<file path="src/rtl/fibo_sequencer.sv">
// fibo_sequencer
// Top-level sequencer of the Fibonacci design. Computes F(N) mod 2^SIZE for an
// index N presented with a Start request. Two SIZE-bit registers A and B walk
// the sequence one step per RUN cycle. A sticky overflow bit travels with each
// register so that overflow is reported only for the value that ends up in A.
//
// Ports:
//   Clk       - system clock, rising edge
//   Rst_n     - asynchronous active-low reset
//   Start     - request, sampled only in IDLE
//   N         - Fibonacci index, latched when Start is accepted
//   Busy      - high while iterating (RUN)
//   Done      - one-cycle completion pulse (DONE)
//   Result    - registered F(N) mod 2^SIZE
//   Overflow  - registered, high when the true F(N) >= 2^SIZE
//   dbg_state - current FSM state encoding (observation only)
//
// Handshake: Start is a level request without a ready. It is accepted on any
// rising edge where the FSM is in IDLE and Start=1. Start seen in RUN or DONE
// is dropped and is not queued. Busy=1 marks the window in which requests are
// ignored. Done marks the single cycle in which a fresh Result/Overflow first
// appears.
module fibo_sequencer #(
    parameter int SIZE  = 4,
    parameter int CNT_W = 4
) (
    input  logic             Clk,
    input  logic             Rst_n,
    input  logic             Start,
    input  logic [CNT_W-1:0] N,
    output logic             Busy,
    output logic             Done,
    output logic [SIZE-1:0]  Result,
    output logic             Overflow,
    output logic [1:0]       dbg_state
);

    typedef enum logic [1:0] {
        ST_IDLE = 2'd0,
        ST_RUN  = 2'd1,
        ST_DONE = 2'd2
    } state_t;

    state_t           state;
    state_t           state_nxt;
    logic [SIZE-1:0]  a;
    logic [SIZE-1:0]  b;
    logic             a_ovf;
    logic             b_ovf;
    logic [CNT_W-1:0] cnt;
    logic [SIZE:0]    sum;

    // One extra bit so the carry out of A+B is visible.
    assign sum = {1'b0, a} + {1'b0, b};

    always_ff @(posedge Clk or negedge Rst_n) begin
        if (!Rst_n) begin
            state <= ST_IDLE;
        end else begin
            state <= state_nxt;
        end
    end

    // Next state and Moore outputs. The unused encoding falls to the default
    // branch and returns to IDLE on the next edge.
    always_comb begin
        state_nxt = ST_IDLE;
        Busy      = 1'b0;
        Done      = 1'b0;
        case (state)
            ST_IDLE: begin
                state_nxt = Start ? ST_RUN : ST_IDLE;
            end
            ST_RUN: begin
                Busy      = 1'b1;
                state_nxt = (cnt == '0) ? ST_DONE : ST_RUN;
            end
            ST_DONE: begin
                Done      = 1'b1;
                state_nxt = ST_IDLE;
            end
            default: begin
                state_nxt = ST_IDLE;
            end
        endcase
    end

    assign dbg_state = state;

    // Datapath. A overflow bit follows its value as it shifts from B to A.
    // That way a carry that only ever lands in B, which happens on the step
    // that forms F(N+1), never reaches Overflow.
    always_ff @(posedge Clk or negedge Rst_n) begin
        if (!Rst_n) begin
            a        <= '0;
            b        <= '0;
            a_ovf    <= 1'b0;
            b_ovf    <= 1'b0;
            cnt      <= '0;
            Result   <= '0;
            Overflow <= 1'b0;
        end else begin
            case (state)
                ST_IDLE: begin
                    if (Start) begin
                        cnt   <= N;
                        a     <= '0;
                        b     <= {{(SIZE-1){1'b0}}, 1'b1};
                        a_ovf <= 1'b0;
                        b_ovf <= 1'b0;
                    end
                end
                ST_RUN: begin
                    if (cnt != '0) begin
                        a     <= b;
                        b     <= sum[SIZE-1:0];
                        a_ovf <= b_ovf;
                        b_ovf <= a_ovf | b_ovf | sum[SIZE];
                        cnt   <= cnt - 1'b1;
                    end else begin
                        Result   <= a;
                        Overflow <= a_ovf;
                    end
                end
                default: begin
                end
            endcase
        end
    end

endmodule
</file>
<file path="config.mk">
export PLATFORM = sky130hd
export DESIGN_NAME = fibo_sequencer
export DESIGN_NICKNAME = d
export VERILOG_FILES = /design/src/rtl/fibo_sequencer.sv
export SDC_FILE = /design/constraint.sdc
export NUM_CORES = 1
export LEC_CHECK = 0
export BUFFER_PORTS_ARGS = -buffer_cell sky130_fd_sc_hd__buf_2
export CAP_MARGIN = 20
export CORE_ASPECT_RATIO = 1.25
export CORE_UTILIZATION = 49
export CTS_CLUSTER_SIZE = 24
export DETAILED_ROUTE_END_ITERATION = 8
export PLACE_DENSITY = 0.7
export SLEW_MARGIN = 0
export SYNTH_ARGS = -nofsm -noshare
export SYNTH_HDL_FRONTEND = slang
export SYNTH_SLANG_ARGS = --single-unit
</file>
<file path="constraint.sdc">
create_clock -name Clk -period 1.6 [get_ports Clk]
set_input_delay 0.08 -clock Clk [delete_from_list [all_inputs] [get_ports Clk]]
set_output_delay 0.08 -clock Clk [all_outputs]
set_load 0.02 [all_outputs]
</file>
==> results.md <==
* Skew-Pair Late Insertion Delay at 0.31 ns
* Grt total ovfl at 0
* FF+latch area at 527 um^2
* Synth warn at 0
* Hold Worst Slack at 0.0111 ns
* Post-Syn Nets at 108
* Clk slew on worst S/H paths at 0.12 ns
* Post-DP HPWL at 1560 um
* Largest net degree at the start of global routing at 22
* DRC at 0
* N_diodes at 0
* Vias in the first global route at 772
* Reg2reg start: cnt[1]
* Max-cap violation count at 0
* I/O pin count at 16
* Commonest non-fill, non-tap cell in the layout: dfrtp_1
* Bufs on Longest Clock Path at 2
* Period minus WS final at 1.63 ns
* Layout cells sized above 1 at 42.9%
* Ranking of synthesized cells by area: dfrtp_1 (48%), ha_1 (6.9%), mux2_2 (5.2%)
* DP Worst Slack at 0.00167 ns
* Final setup margin at -0.0293 ns
* Total CTS buffers at 3
* Worst Min Path Start: N[2]
* Synthesized instance count at 94
* Worst Path Max Fanout at 7
* Number of synthesized register bits at 21
* Port bufs at 15
* Vias per inst at 5.84
* Relative slew slack at 69.1%
* H-Tree Depth at 1
* Sequential cell area fraction in the yosys report at 48.2%
* Layout area overhead at 26.8%
* Post-synth cell types at 33
* P per Cell Area at 2230 nW/um^2
* Failing checks: setup timing
* Fin nets at 141
* Drt wl/cell at 15.7 um
* Starting density of the core at 53.8%
* Global placement routability congestion at 0.819
* F_max at 614 MHz
* Lkg Pwr at 0.658 nW
* GR Util All Layers at 20.6%
* Fin crit share at 102%
* Crit start category: register
* Area after DPL at 1240 um^2
* Final Hold Fails at 0
* Row count at 18
* Yosys top cell area share at 48.2%
* Final Skew at 0.0149 ns
* Crit. End Element: register
* Clk root buf: clkbuf_4
* WS Path Type: reg2reg
* Crit path from: cnt[1]
* Slew Limit Fails at 0
* Routed WL at 2300 um
* Global-route wire length before repair at 3460 um
* Status: finished with violations
* Ys flop type: dfrtp_1
* Vias at 852
* Initial antenna violation count at 0
* Post-Syn Area per Cell at 11.6 um^2
* Multi-input gate area at 566 um^2
* Async SR Flop Fraction at 100%
* Maximum VDD drop at 1.09 mV
* Final setup violation count at 2
* Number of enable flip-flop cells after synthesis at 0
* Die Wd at 44.2 um
* TritonRoute pass-1 iters at 6
* Critical path arrival at 1.81 ns
* Core area at 2030 um^2
* Initial DRC count at 22
* Fill count at 158
* WP data required at 1.78 ns
* RSZ-0062 raised after global routing: true
* Hold crit path type: in2reg
* Tightest Pin Transition at 0.463 ns
* Mapped cell area at 1090 um^2
* CTS tree: done
* Die area at 2420 um^2
* Chip Height at 54.7 um
* Most area-hungry cell type in the Yosys netlist: dfrtp_1
* Fin area at 1380 um^2
* Clock sink total at 21
* Post-route ant nets at 0
* Commonest non-fill, non-tap cells in the layout: dfrtp_1 (20), buf_2 (15), buf_4 (13), inv_1 (7), o21ai_0 (6)
-- worst max-delay path, stage by stage (launching register included) --
cell and delay, ns:
dfrtp_1 0.40, inv_2 0.07, ha_4 0.15, and4bb_2 0.26
buf_4 0.17, o21ai_0 0.33, o31ai_4 0.12
-- cell type report --
type / instances / share of cell area [%]
multi-input combinational: 61 / 40.9
sequential: 21 / 38.1
inverter: 9 / 2.45
timing repair buffer: 31 / 14.8
tap: 20 / 1.81
clock buffer: 4 / 1.90
-- worst paths after layout --
path | cells after the start | end | slack (ns)
worst max-delay path | 6 | b[1] | -0.03
worst min-delay path | 2 | cnt[2] | 0.01
worst max register to register | 6 | b[1] | -0.03
worst min register to register | 1 | Result[3] | 0.51
max in group asynchronous | 2 | dbg_state[1] | 0.99
min in group asynchronous | 2 | dbg_state[0] | 0.24
-- Yosys cell counts (all sizes together), types with 3 or more instances --
library cell	instances
a22o	3
buf	3
dfrtp	21
ha	6
inv	9
mux2	5
nand2	3
nor2b	4
nor3b	3
o21ai	10
-- logic make-up after synthesis --
kind of cell / count (synthesis) / synth area share (%)
AO/OA/AOI/OAI: 27 / 19.6
adder cells (fa/ha/maj): 7 / 8.73
buffers and inverters: 12 / 5.62
flip-flops: 21 / 48.2
multiplexers: 5 / 5.17
AND/OR/NAND/NOR: 22 / 12.6
-- layer usage --
metal | track usage (%) | wire length [um] | vias to the layer above
li1 | - | - | 414
met1 | 23.5 | 947 | 419
met2 | 37.3 | 1240 | 14
met3 | 1.98 | 49 | 5
met4 | 12.1 | 59 | 0
met5 | 0 | 0 | -
-- power breakdown --
part | internal, mW | switching, mW
combinational | 0.953 | 0.884
sequential | 0.786 | 0.201
clock | 0.0974 | 0.157
total | 1.84 | 1.24
-- flip-flops by register name, indices dropped and copies added (netlist names) --
register   flops
Result         4
a              4
b              4
cnt            4
dbg_state      2
Overflow       1
a_ovf          1
b_ovf          1
-- per-stage QoR --
step	instances	total power, mW	util [%]	TNS [ns]
floorplan	94	2.07	-	0
global route	146	3.29	68.1	-0.205
detailed placement	136	2.52	61.4	0
CTS	142	2.82	64.3	-0.00109
finish	146	3.08	68.1	-0.0454
global placement	136	2.50	61.4	0
-- timing repair --
item                       in CTS  in global routing
resized for setup               1                 16
setup endpoints to repair       2                 19
pin swaps                       0                  9
cloned                          0                  0
hold endpoints to repair       22                  0
buffers inserted                0                  4
hold buffers                    2                  0
Power figures use the tool's default switching activity.
